$ cat config.mk
export PLATFORM = sky130hd
export DESIGN_NAME = display_scanner_flat
export DESIGN_NICKNAME = d
export VERILOG_FILES = /design/src/rtl/display_scanner_if.sv /design/src/rtl/display_scanner.sv /design/src/flat_wrapper.sv
export SDC_FILE = /design/constraint.sdc
export NUM_CORES = 1
export LEC_CHECK = 0
export BUFFER_PORTS_ARGS = -buffer_cell sky130_fd_sc_hd__buf_2
export CAP_MARGIN = 30
export CORE_ASPECT_RATIO = 0.75
export CORE_MARGIN = 1
export CORE_UTILIZATION = 52
export CTS_BUF_LIST = sky130_fd_sc_hd__clkbuf_8
export DETAILED_ROUTE_END_ITERATION = 8
export HOLD_SLACK_MARGIN = 0.08
export PLACE_DENSITY = 0.78
export SLEW_MARGIN = 20
export SYNTH_ARGS = -nofsm -noshare
export SYNTH_HDL_FRONTEND = slang
export SYNTH_SLANG_ARGS = --single-unit
$ cat constraint.sdc
create_clock -name clk -period 2.6 [get_ports clk]
set_clock_uncertainty 0.2 [all_clocks]
set_input_delay 0.26 -clock clk [delete_from_list [all_inputs] [get_ports clk]]
set_output_delay 0.26 -clock clk [all_outputs]
set_load 0.02 [all_outputs]
$ cat src/rtl/display_scanner_if.sv
// Display scanner bus: digit data in, anode/segment drive out.
// master = data producer side, slave = scanner.
interface display_scanner_if;
  logic       en;
  logic [3:0] dato_D1;
  logic [3:0] dato_D2;
  logic [3:0] dato_D3;
  logic [3:0] dato_D4;
  logic [3:0] dp_in;
  logic       lz_blank;
  logic [3:0] select;
  logic [3:0] an;
  logic [6:0] seg;
  logic       dp;
  logic       frame_tick;

  modport master (
    output en, dato_D1, dato_D2, dato_D3, dato_D4,
    output dp_in, lz_blank,
    input  select, an, seg, dp, frame_tick
  );

  modport slave (
    input  en, dato_D1, dato_D2, dato_D3, dato_D4,
    input  dp_in, lz_blank,
    output select, an, seg, dp, frame_tick
  );
endinterface

$ cat src/rtl/display_scanner.sv
// 4-digit common-anode 7-segment scanner with dead-time
// and leading-zero blanking; all outputs registered.
module display_scanner #(
  parameter int SCAN_DIV     = 50000,
  parameter int BLANK_CYCLES = 500,
  parameter int CNT_W        = 16
) (
  input logic             clk,
  input logic             rst_n,
  display_scanner_if.slave bus
);

  typedef enum logic [1:0] {
    IDLE  = 2'd0,
    SHOW  = 2'd1,
    BLANK = 2'd2
  } state_t;

  localparam logic [CNT_W-1:0] SHOW_LAST =
    CNT_W'(SCAN_DIV - 1);
  localparam logic [CNT_W-1:0] BLANK_LAST =
    CNT_W'((BLANK_CYCLES > 0) ? BLANK_CYCLES - 1 : 0);
  localparam bit HAS_BLANK = (BLANK_CYCLES > 0);

  state_t           state_q, state_d;
  logic [1:0]       idx_q, idx_d;
  logic [CNT_W-1:0] cnt_q, cnt_d;
  logic             load;

  logic [3:0] nib_q, nib_d;
  logic       dpl_q, dpl_d;
  logic       blk_q, blk_d;

  logic [3:0] sel_q, sel_d;
  logic [6:0] seg_q, seg_d;
  logic       dp_q, dp_d;
  logic       tick_q, tick_d;

  function automatic logic [6:0] hex7(input logic [3:0] v);
    logic [6:0] s;
    unique case (v)
      4'h0: s = 7'b1000000;
      4'h1: s = 7'b1111001;
      4'h2: s = 7'b0100100;
      4'h3: s = 7'b0110000;
      4'h4: s = 7'b0011001;
      4'h5: s = 7'b0010010;
      4'h6: s = 7'b0000010;
      4'h7: s = 7'b1111000;
      4'h8: s = 7'b0000000;
      4'h9: s = 7'b0010000;
      4'hA: s = 7'b0001000;
      4'hB: s = 7'b0000011;
      4'hC: s = 7'b1000110;
      4'hD: s = 7'b0100001;
      4'hE: s = 7'b0000110;
      4'hF: s = 7'b0001110;
      default: s = 7'h7F;
    endcase
    return s;
  endfunction

  // Next state, digit index and dwell counter.
  always_comb begin
    state_d = state_q;
    idx_d   = idx_q;
    cnt_d   = cnt_q;
    load    = 1'b0;
    if (!bus.en) begin
      state_d = IDLE;
      idx_d   = 2'd0;
      cnt_d   = '0;
    end else begin
      unique case (state_q)
        IDLE: begin
          state_d = SHOW;
          idx_d   = 2'd0;
          cnt_d   = '0;
          load    = 1'b1;
        end
        SHOW: begin
          if (cnt_q == SHOW_LAST) begin
            cnt_d = '0;
            if (HAS_BLANK) begin
              state_d = BLANK;
            end else begin
              idx_d = idx_q + 2'd1;
              load  = 1'b1;
            end
          end else begin
            cnt_d = cnt_q + CNT_W'(1);
          end
        end
        BLANK: begin
          if (cnt_q == BLANK_LAST) begin
            cnt_d   = '0;
            state_d = SHOW;
            idx_d   = idx_q + 2'd1;
            load    = 1'b1;
          end else begin
            cnt_d = cnt_q + CNT_W'(1);
          end
        end
        default: begin
          state_d = IDLE;
          idx_d   = 2'd0;
          cnt_d   = '0;
        end
      endcase
    end
  end

  // Snapshot of the digit about to be shown, taken on SHOW entry.
  always_comb begin
    nib_d = nib_q;
    dpl_d = dpl_q;
    blk_d = blk_q;
    if (load) begin
      unique case (idx_d)
        2'd0: begin
          nib_d = bus.dato_D1;
          blk_d = 1'b0;
        end
        2'd1: begin
          nib_d = bus.dato_D2;
          blk_d = bus.lz_blank
                & (bus.dato_D4 == 4'd0)
                & (bus.dato_D3 == 4'd0)
                & (bus.dato_D2 == 4'd0);
        end
        2'd2: begin
          nib_d = bus.dato_D3;
          blk_d = bus.lz_blank
                & (bus.dato_D4 == 4'd0)
                & (bus.dato_D3 == 4'd0);
        end
        default: begin
          nib_d = bus.dato_D4;
          blk_d = bus.lz_blank
                & (bus.dato_D4 == 4'd0);
        end
      endcase
      dpl_d = bus.dp_in[idx_d];
    end
  end

  // Output image for the current state; dark unless showing.
  always_comb begin
    sel_d  = 4'hF;
    seg_d  = 7'h7F;
    dp_d   = 1'b1;
    tick_d = 1'b0;
    if (bus.en && state_q == SHOW) begin
      sel_d  = ~(4'b0001 << idx_q);
      seg_d  = blk_q ? 7'h7F : hex7(nib_q);
      dp_d   = ~dpl_q;
      tick_d = (idx_q == 2'd3) && (cnt_q == SHOW_LAST);
    end
  end

  // Control state registers.
  always_ff @(posedge clk or negedge rst_n) begin
    if (!rst_n) begin
      state_q <= IDLE;
      idx_q   <= 2'd0;
      cnt_q   <= '0;
      nib_q   <= 4'd0;
      dpl_q   <= 1'b0;
      blk_q   <= 1'b0;
    end else begin
      state_q <= state_d;
      idx_q   <= idx_d;
      cnt_q   <= cnt_d;
      nib_q   <= nib_d;
      dpl_q   <= dpl_d;
      blk_q   <= blk_d;
    end
  end

  // Output register: anodes and segments switch on one edge.
  always_ff @(posedge clk or negedge rst_n) begin
    if (!rst_n) begin
      sel_q  <= 4'hF;
      seg_q  <= 7'h7F;
      dp_q   <= 1'b1;
      tick_q <= 1'b0;
    end else begin
      sel_q  <= sel_d;
      seg_q  <= seg_d;
      dp_q   <= dp_d;
      tick_q <= tick_d;
    end
  end

  assign bus.select     = sel_q;
  assign bus.an         = sel_q;
  assign bus.seg        = seg_q;
  assign bus.dp         = dp_q;
  assign bus.frame_tick = tick_q;

endmodule
$ cat src/flat_wrapper.sv
// flat-port wrapper written by rule: the top's interface ports become plain ports
module display_scanner_flat 
#(
  parameter int SCAN_DIV     = 50000,
  parameter int BLANK_CYCLES = 500,
  parameter int CNT_W        = 16
)
  (clk, rst_n, bus_en, bus_dato_D1, bus_dato_D2, bus_dato_D3, bus_dato_D4, bus_dp_in, bus_lz_blank, bus_select, bus_an, bus_seg, bus_dp, bus_frame_tick);
  display_scanner_if bus_i ();
  input logic clk;
  input logic rst_n;
  input wire logic [$bits(bus_i.en)-1:0] bus_en;
  input wire logic [$bits(bus_i.dato_D1)-1:0] bus_dato_D1;
  input wire logic [$bits(bus_i.dato_D2)-1:0] bus_dato_D2;
  input wire logic [$bits(bus_i.dato_D3)-1:0] bus_dato_D3;
  input wire logic [$bits(bus_i.dato_D4)-1:0] bus_dato_D4;
  input wire logic [$bits(bus_i.dp_in)-1:0] bus_dp_in;
  input wire logic [$bits(bus_i.lz_blank)-1:0] bus_lz_blank;
  output wire logic [$bits(bus_i.select)-1:0] bus_select;
  output wire logic [$bits(bus_i.an)-1:0] bus_an;
  output wire logic [$bits(bus_i.seg)-1:0] bus_seg;
  output wire logic [$bits(bus_i.dp)-1:0] bus_dp;
  output wire logic [$bits(bus_i.frame_tick)-1:0] bus_frame_tick;
  assign bus_i.en = bus_en;
  assign bus_i.dato_D1 = bus_dato_D1;
  assign bus_i.dato_D2 = bus_dato_D2;
  assign bus_i.dato_D3 = bus_dato_D3;
  assign bus_i.dato_D4 = bus_dato_D4;
  assign bus_i.dp_in = bus_dp_in;
  assign bus_i.lz_blank = bus_lz_blank;
  assign bus_select = bus_i.select;
  assign bus_an = bus_i.an;
  assign bus_seg = bus_i.seg;
  assign bus_dp = bus_i.dp;
  assign bus_frame_tick = bus_i.frame_tick;
  display_scanner #(.SCAN_DIV(SCAN_DIV), .BLANK_CYCLES(BLANK_CYCLES), .CNT_W(CNT_W)) u_core (.clk(clk), .rst_n(rst_n), .bus(bus_i));
endmodule
==> results.toml <==
[yosys]
synth_top_area_share_pct = 30.5
syn_inst = 218
syn_nets = 257
synth-seq-cells = 39
async_reset_ff_share_pct = 100
synth.most_common_cell = "dfrtp_1"
synth_area_leader_cell = "dfrtp_1"
netlist_top_cells_area = "dfrtp_1 30%, dfstp_2 14%, ha_1 8.5%"
synth_area_um2 = 2220
yosys_warnings = 0
ys_types = 41
yosys_most_used_dff = "dfrtp_1"
synth_edf_count = 0
synth_seq_area_share_pct = 44.7
syn_avg_cell_area_um2 = 10.2
synth.top_cells.by_count = "27 x dfrtp_1, 26 x nand2_1, 26 x nor2_1"

[floorplan]
die_x_um = 77.4
initial_core_util_pct = 54.4
core_area_um2 = 4080
io_pins = 41
num_rows = 20
fp.dieArea_um2 = 4530
die_h_um = 58.6

[critical_path]
r2r_cells = 6
ff2ff_setup_slack_ns = -0.02
cpPeakStageDelay_ns = 0.58
path_cells = "or4_4 > or4_4 > o32ai_4 > buf_6 > mux2i_1 > o221ai_2"
cp.required_ns = 2.57
cpMostUsedCell = "or4_4"
reg2reg_from = "u_core.cnt_q[10]"
crit_end = "u_core.nib_q[2]"
crit_start = "u_core.cnt_q[10]"
worst-setup-path-type = "reg2reg"
slowest_stage = "or4_4"
crit_arrival_ns = 2.59
path_max_fanout = 6
cp_num_cells = 6
worstSetupEndpointType = "flop"
start_kind = "flop"
rr_endpoint = "u_core.nib_q[2]"
crit_buf_inv = 1
crit_family = "simple AND/OR/NAND/NOR gates"

[routing]
viasPerCell = 5.41
avgRoutedWirePerCell_um = 14.3
drt_iter0_drc = 97
vias = 1840
routed_wl_um = 4850
dr.pass1.iters = 4
ant_nets = 0
drc = 0

[job]
drv_cap = 0

[layout]
fill_cells = 302
design_area_um2 = 2840
multi_input_area_um2 = 1200
drive_above_1_share_pct = 35.4
antennaDiodeCount = 0
ff_latch_area_um2 = 991
layout.nets = 323
syn2layout_area_growth_pct = 28.2

[timing]
setup_slack_ns = -0.0233
grt_setup_unrepaired = "true"
timing.fmax_ghz = 0.381
post-route-period-util_pct = 101
fin_worst_hold_slack_ns = 0.0796
tightest_slew_ns = 0.838
slew_headroom_pct = 44.1
layout_min_cycle_time_ns = 2.62
setup_viol = 3
maxSlewViolCount = 0
timing_hold_violations_final = 0

[clocking]
cts.clk_slew.worst_paths_ns = 0.08
cts_buffer_depth = 2
clkLatencyLatePin_ns = 0.29
htreeDepth = 2
cts-root-buf = "clkbuf_8"
cts.sink_count = 39
cts_tree = "yes"
cts_inserted_buffers = 5

[power_and_ir_drop]
power.leakage_uw = 0.00126
pwr_density_cell_nw_per_um2 = 479
peakVddDrop_uv = 267

[grt]
grt.total_usage_pct = 22.5
grt_antenna_before_repair = 0
grt_overflow = 0
grt_max_degree = 40
grt_pass1_wl_um = 7760
grt_pass1_vias = 1597

[place]
portBuffers = 40
dp_hpwl_um = 3420
place.gp.congestion = 0.833
dpl-instance-area_um2 = 2590

[status]
violations = "negative setup slack"
status = "finished, violations left"

[hold_path]
hold_path_class = "in2reg"
[worst reg2reg max path, stage by stage (launching register included)]
cell and delay, ns:
dfrtp_1 0.40, or4_4 0.58, or4_4 0.45, o32ai_4 0.33, buf_6 0.19, mux2i_1 0.23, o221ai_2 0.12
[cell families after synthesis]
family	count (synthesis)	share of synthesized area (%)
muxes	13	6.43
and+or+nand+nor	91	20.3
AOI/OAI and AO/OA	26	10.4
buffers and inverters	20	4.12
DFF	39	44.7
xor gates and xnor gates	14	5.53
adders and majority gates	15	8.47
[worst min path at each step]
stage / from / to / slack [ns] / cells past startpoint
global placement: rst_n / u_core.bus.frame_tick / 0.20 / 1
floorplan: rst_n / u_core.blk_q / -0.24 / 0
CTS: bus_dato_D1[0] / u_core.nib_q[0] / 0.08 / 3
global route: bus_dato_D1[0] / u_core.nib_q[0] / 0.10 / 3
detailed placement: rst_n / u_core.bus.frame_tick / 0.21 / 1
finish: bus_dato_D1[3] / u_core.nib_q[3] / 0.08 / 3
[registers in the layout (all words and copies together) (netlist names)]
register	cells
u_core.state_q	2
u_core.dpl_q	1
u_core.bus.an	4
u_core.cnt_q	16
u_core.bus.frame_tick	1
u_core.idx_q	2
u_core.bus.seg	7
u_core.nib_q	4
u_core.bus.dp	1
u_core.blk_q	1
[metal layers]
| metal | global-route usage [%] | share of wire [%] | up-vias |
|---|---|---|---|
| met3 | 4.03 | 6.1 | 8 |
| li1 | - | - | 887 |
| met4 | 7.55 | 1.1 | 0 |
| met1 | 35.6 | 50 | 873 |
| met5 | 0 | 0 | - |
| met2 | 30.7 | 42 | 72 |
[power breakdown]
part,switching (µW),internal [µW]
clock,206,242
combinational,131,103
sequential,35.3,645
[through the flow]
step	std cells	setup WS [ns]	total power (µW)	util (%)	setup TNS, ns
after floorplan	218	-0.0810	827	-	-0.0810
after global placement	323	0.0457	905	63.6	0
after detailed placement	323	-0.0308	911	63.6	-0.0770
after CTS	337	0.00805	1370	67.7	0
after global routing	340	-0.0984	1430	69.7	-1.23
final	340	-0.0233	1360	69.7	-0.0555
[what timing repair did]
item	4_1_cts	5_1_grt
endpoints found under the hold margin	30	0
buffers inserted	2	3
pin swaps	4	6
resized for setup	3	9
endpoints found under the setup margin	7	22
hold buffers	4	0
[area by class of cell]
class | count | share of cell area [%]
Multi-Input combinational cell | 159 | 42.3
Sequential cell | 39 | 34.9
Timing Repair Buffer | 67 | 15.1
Clock buffer | 7 | 3.39
Tap cell | 55 | 2.42
Inverter | 12 | 1.76
Clock inverter | 1 | 0.220
[placed cells by master, fill, tap and decap left out, types with 2 or more instances in the layout]
cell type | netlist | routed
ha_1 | 15 | 15
o211ai_1 | 4 | 4
nand3_1 | 8 | 8
nor3_1 | 3 | 3
o311ai_0 | 3 | 3
dlygate4sd3_1 | 0 | 4
nand2b_1 | 3 | 3
o221ai_2 | 0 | 2
o21ai_0 | 2 | 2
dfrtp_1 | 27 | 27
inv_1 | 11 | 11
nor4_1 | 7 | 4
clkbuf_8 | 0 | 7
and3_1 | 2 | 2
nor2_1 | 26 | 26
or3_1 | 3 | 2
buf_2 | 0 | 40
nand2_1 | 26 | 25
dfstp_2 | 12 | 12
a21o_1 | 4 | 4
o221ai_1 | 5 | 3
xor2_1 | 5 | 5
mux2i_1 | 12 | 12
and2_1 | 3 | 3
nand4_1 | 2 | 2
xnor2_1 | 9 | 9
or4_4 | 2 | 2
buf_4 | 4 | 21
a21oi_1 | 2 | 2
nor4_2 | 0 | 2
Note: power is estimated with default switching activity, not from simulation.
